--- src/rtl/gsram_seq.sv ---
// gsram_seq: gSRAM address sequencer with write stream intake and skid-buffered read stream.
// Define GSRAM_SEQ_TRANSPOSE_EN for a column-major read sweep (output is the transpose).
module gsram_seq #(
  parameter int ROWS = 10,
  parameter int COLS = 10,
  parameter int AW   = 4,
  parameter int DW   = 16
) (
  input  logic          clk,
  input  logic          rst_n,
  input  logic          start_wr,
  input  logic          start_rd,
  input  logic          in_valid,
  input  logic          in_src,
  output logic          in_ready,
  output logic          g_we,
  output logic [AW-1:0] g_row,
  output logic [AW-1:0] g_col,
  output logic          g_inmuxsel,
  input  logic [DW-1:0] g_rdata,
  output logic          out_valid,
  output logic [DW-1:0] out_data,
  input  logic          out_ready,
  output logic          busy,
  output logic          wr_done,
  output logic          rd_done
);
  typedef enum logic [1:0] {IDLE, WRITE, READ, DRAIN} state_t;
  state_t state, state_nx;
  logic [AW-1:0] row, col, row_nx, col_nx;
  logic [DW-1:0] buf_q [2];
  logic [1:0] cnt;
  logic infl, wp, rp, last, acc, issue, pop;
  assign last       = row == AW'(ROWS-1) && col == AW'(COLS-1);
  assign acc        = state == WRITE && in_valid;
  // one credit per buffer slot, counting the word still in the gSRAM read register
  assign issue      = state == READ && (cnt + {1'b0, infl}) < 2'd2;
  assign pop        = out_valid && out_ready;
  assign in_ready   = state == WRITE;
  assign g_we       = acc;
  assign g_inmuxsel = state == WRITE && in_src;
  assign g_row      = row;
  assign g_col      = col;
  assign busy       = state != IDLE;
  assign out_valid  = cnt != 2'd0;
  assign out_data   = buf_q[rp];
  assign rd_done    = state == DRAIN && !infl && cnt == 2'd1 && out_ready;
  always_comb begin
    state_nx = state;
    row_nx   = row;
    col_nx   = col;
    case (state)
      IDLE: begin
        state_nx = start_wr ? WRITE : start_rd ? READ : IDLE;
        row_nx   = (start_wr || start_rd) ? '0 : row;
        col_nx   = (start_wr || start_rd) ? '0 : col;
      end
      WRITE: if (acc) begin
        if (last) state_nx = IDLE;
        else if (col == AW'(COLS-1)) begin
          col_nx = '0;
          row_nx = row + 1'b1;
        end else col_nx = col + 1'b1;
      end
      READ: if (issue) begin
        if (last) state_nx = DRAIN;
`ifdef GSRAM_SEQ_TRANSPOSE_EN
        else if (row == AW'(ROWS-1)) begin
          row_nx = '0;
          col_nx = col + 1'b1;
        end else row_nx = row + 1'b1;
`else
        else if (col == AW'(COLS-1)) begin
          col_nx = '0;
          row_nx = row + 1'b1;
        end else col_nx = col + 1'b1;
`endif
      end
      DRAIN: state_nx = rd_done ? IDLE : DRAIN;
      default: state_nx = IDLE;
    endcase
  end
  always_ff @(posedge clk or negedge rst_n) begin
    if (!rst_n) begin
      state    <= IDLE;
      row      <= '0;
      col      <= '0;
      infl     <= 1'b0;
      wr_done  <= 1'b0;
      wp       <= 1'b0;
      rp       <= 1'b0;
      cnt      <= '0;
      buf_q[0] <= '0;
      buf_q[1] <= '0;
    end else begin
      state   <= state_nx;
      row     <= row_nx;
      col     <= col_nx;
      infl    <= issue;
      wr_done <= acc && last;
      if (infl) begin
        buf_q[wp] <= g_rdata;
        wp        <= ~wp;
      end
      if (pop) rp <= ~rp;
      cnt <= cnt + {1'b0, infl} - {1'b0, pop};
    end
  end
endmodule

--- config.mk ---
export PLATFORM = sky130hd
export DESIGN_NAME = gsram_seq
export DESIGN_NICKNAME = d
export VERILOG_FILES = /design/src/rtl/gsram_seq.sv
export SDC_FILE = /design/constraint.sdc
export NUM_CORES = 1
export LEC_CHECK = 0
export CORE_AREA = 8 8 88 90
export DETAILED_ROUTE_END_ITERATION = 10
export DIE_AREA = 0 0 96 98
export GPL_ROUTABILITY_DRIVEN = 1
export SYNTH_ARGS = -nofsm -noshare
export SYNTH_HDL_FRONTEND = slang
export SYNTH_SLANG_ARGS = --single-unit
export TNS_END_PERCENT = 50
--- constraint.sdc ---
create_clock -name clk -period 2.35 [get_ports clk]
set_input_delay 0.5875 -clock clk [delete_from_list [all_inputs] [get_ports clk]]
set_output_delay 0.5875 -clock clk [all_outputs]
set_load 0.005 [all_outputs]
==> results.yml <==
worst_setup_path:
  crit_chain: "inv_1 > ha_4 > and2_1 > clkdlybuf4s50_1"
  crit_path_start_kind: "flip-flop"
  cp.arrival_ns: 1.68
  r2r_setup_slack_ns: 0.42
  reg2reg_from: "state[0]$_DFFE_PN0P_"
  crit_path_end_kind: "output pin"
  worstPathRequired_ns: 1.76
  cpLargestDelayFamily: "buffers and inverters"
  slowest_stage: "clkdlybuf4s50_1"
  critical_path.max_fanout: 5
  critPathLaunch: "state[1]$_DFFE_PN0P_"
  worstRegToRegCells: 6
  critPathBufInv: 2
  path_depth: 4
  worstReg2RegEnd: "g_row[0]$_DFFE_PN0P_"
  slowest_delay_ns: 0.51
  worst-setup-path-type: "reg -> out"
  crit_end: "g_inmuxsel"
logic_synthesis:
  syn_inst: 194
  ys_ff_latch: 48
  synth_top_area_share: 0.493
  synth_simple_gate_area_frac: 0.0987
  yosysWarningCount: 0
  synth_top_family_by_area: "multiplexers"
  yosys.area.top_type: "dfrtp_1"
  netlist_top_cells_area: "dfrtp_1 (49%), mux2_2 (22%), ha_1 (5.1%)"
  synth_compound_area_frac: 0.0802
  synthAdderAreaFrac: 0.0514
  synthArstFlopShare: 1.00
  syn-cell-area_um2: 2430
  seq_area_frac_synth: 0.493
  synthFlopType: "dfrtp_1"
  synth_fp_nets: 227
  synth_edf_count: 0
  synth_cell_types: 41
  muxShareOfSynthArea: 0.226
  synth_xor_area_frac: 0.0175
  avgSynthCellArea_um2: 12.6
drt:
  via_per_inst: 5.02
  routed_wirelength_um: 5080
  drtIter0Drc: 52
  postRouteAntennaNets: 0
  drc: 0
  firstDrtPassIters: 4
  wl_per_cell_um: 15.1
  vias: 1687
placement:
  portBuffers: 53
  place_ws_ns: 0.0205
  dpl.hpwl_um: 3680
  gp_congestion: 0.776
grt:
  grtUsageTotal: 0.113
  grt_pass1_vias: 1769
  grt_first_pass_wirelength_um: 8560
  antenna_found_initial: 0
  grt_overflow_total: 0
  grt_max_degree: 27
layout:
  final_util: 0.497
  fill_cells: 617
  area.sequential_um2: 1200
  final_common_cell: "clkdlybuf4s50_1"
  final_cell_mix: "clkdlybuf4s50_1 (50), mux2_2 (48), dfrtp_1 (46)"
  nets: 288
  multi_input_comb_area_um2: 1170
  drive_above_1_share: 0.293
  syn_to_final_growth_pct: 32.4
  n_antenna_cell: 0
floorplan:
  dieWidth_um: 96
  num_rows: 30
  die-area_um2: 9410
  num_io_pins: 54
  die_h_um: 98
  core-area_um2: 6490
  start_util: 0.375
sta:
  worstMarginPinSlew_ns: 0.560
  worst_slack_ns: 0.0826
  finalSetupViolCount: 0
  finalCriticalPeriod_ns: 2.27
  fmax_mhz: 441
  slew_headroom: 0.627
  fin_skew_ns: 0.00934
  final_hold_viol_count: 0
  drv_slew: 0
  period_share: 0.965
  hold_ws_ns: 0.268
  finalSetupTns_ns: 0
status:
  status: "completed"
pwr:
  p_per_area_nw_per_um2: 1260
  power_w: 0.00406
  ir_worst_vdd_mv: 0.669
  leakage_nw: 1.39
clock_tree:
  clk_latency_ns: 0.30
  clk_pin_slew_ns: 0.09
  clock_sinks: 48
  h-tree-depth: 2
  cts-root-buf: "clkbuf_8"
  numCtsBuffers: 5
  cts_tree: "done"
  cts_buffer_depth: 2
flow_run:
  drv_cap: 0
worst_hold_path:
  hold_path.class: "in -> async"
## report_power, final
| part | internal (W) | leakage [nW] | switching (W) |
|---|---|---|---|
| Combinational | 0.00129 | 0.758 | 0.000792 |
| Clock | 0.000239 | 0.0434 | 0.000281 |
| Sequential | 0.00120 | 0.587 | 0.000254 |
| Total | 0.00273 | 1.39 | 0.00133 |
## what timing repair did
item	in CTS	in global routing
hold endpoints to repair	0	0
buffers inserted	0	2
endpoints found under the setup margin	12	6
hold buffers	0	0
gates resized for setup	1	5
gates cloned	0	0
pin swaps	0	0
## sequential cells by signal, indices dropped and copies added, names as in the netlist, 2 cells and up
name,flops
buf_q,32
cnt,2
g_col,4
g_row,4
state,2
## cell families (layout without fill, tap and decap cells)
kind of cell               count (synthesis)  in the layout
muxes                                     49             49
DFF                                       48             48
and+or+nand+nor                           41             41
AOI/OAI and AO/OA                         24             24
buffers and inverters                     18             80
adders and majority gates                 10             10
xor gates and xnor gates                   4              4
## routing by layer
layer	track usage	wire, µm	part of all wire
met1	0.148	2370	0.47
met2	0.167	2250	0.44
met3	0.0407	396	0.078
met4	0.0379	55	0.011
met5	0	0	0
## layout make-up
cell class,count,area share
timing repair buffer,61,0.191
clock buffer,6,0.0256
inverter,11,0.0128
sequential,48,0.373
multi-input combinational,128,0.362
clock inverter,2,0.00466
tap,80,0.0310
## Yosys cell counts (2+ instances only)
cell type,count
dfrtp_1,48
mux2_2,48
inv_1,11
ha_1,10
and2_1,6
nand2b_1,6
nand3_1,6
o21ai_0,6
nor2_1,5
buf_2,4
nand2_1,4
o211ai_1,3
a31oi_1,2
clkbuf_1,2
nand3b_1,2
nand4_1,2
nor2b_1,2
o311ai_1,2
o31ai_1,2
xor2_1,2
## metrics by stage
stage	cells	cell area, µm²
6_report	336	3220
3_5_place_dp	326	3090
4_1_cts	334	3190
2_1_floorplan	194	2430
3_3_place_gp	326	3090
5_1_grt	336	3220
## how the worst min path moves through the flow
stage / from / end / slack [ns] / cells after the start
finish: rst_n / buf_q[11]$_DFFE_PN0P_ / 0.27 / 1
global route: rst_n / buf_q[11]$_DFFE_PN0P_ / 0.30 / 1
CTS: rst_n / buf_q[27]$_DFFE_PN0P_ / 0.28 / 1
detailed placement: wp$_DFFE_PN0P_ / wp$_DFFE_PN0P_ / 0.48 / 1
global placement: wp$_DFFE_PN0P_ / wp$_DFFE_PN0P_ / 0.48 / 1
floorplan: rst_n / buf_q[0]$_DFFE_PN0P_ / 0.29 / 0
Note: power is estimated with default switching activity, not from simulation.
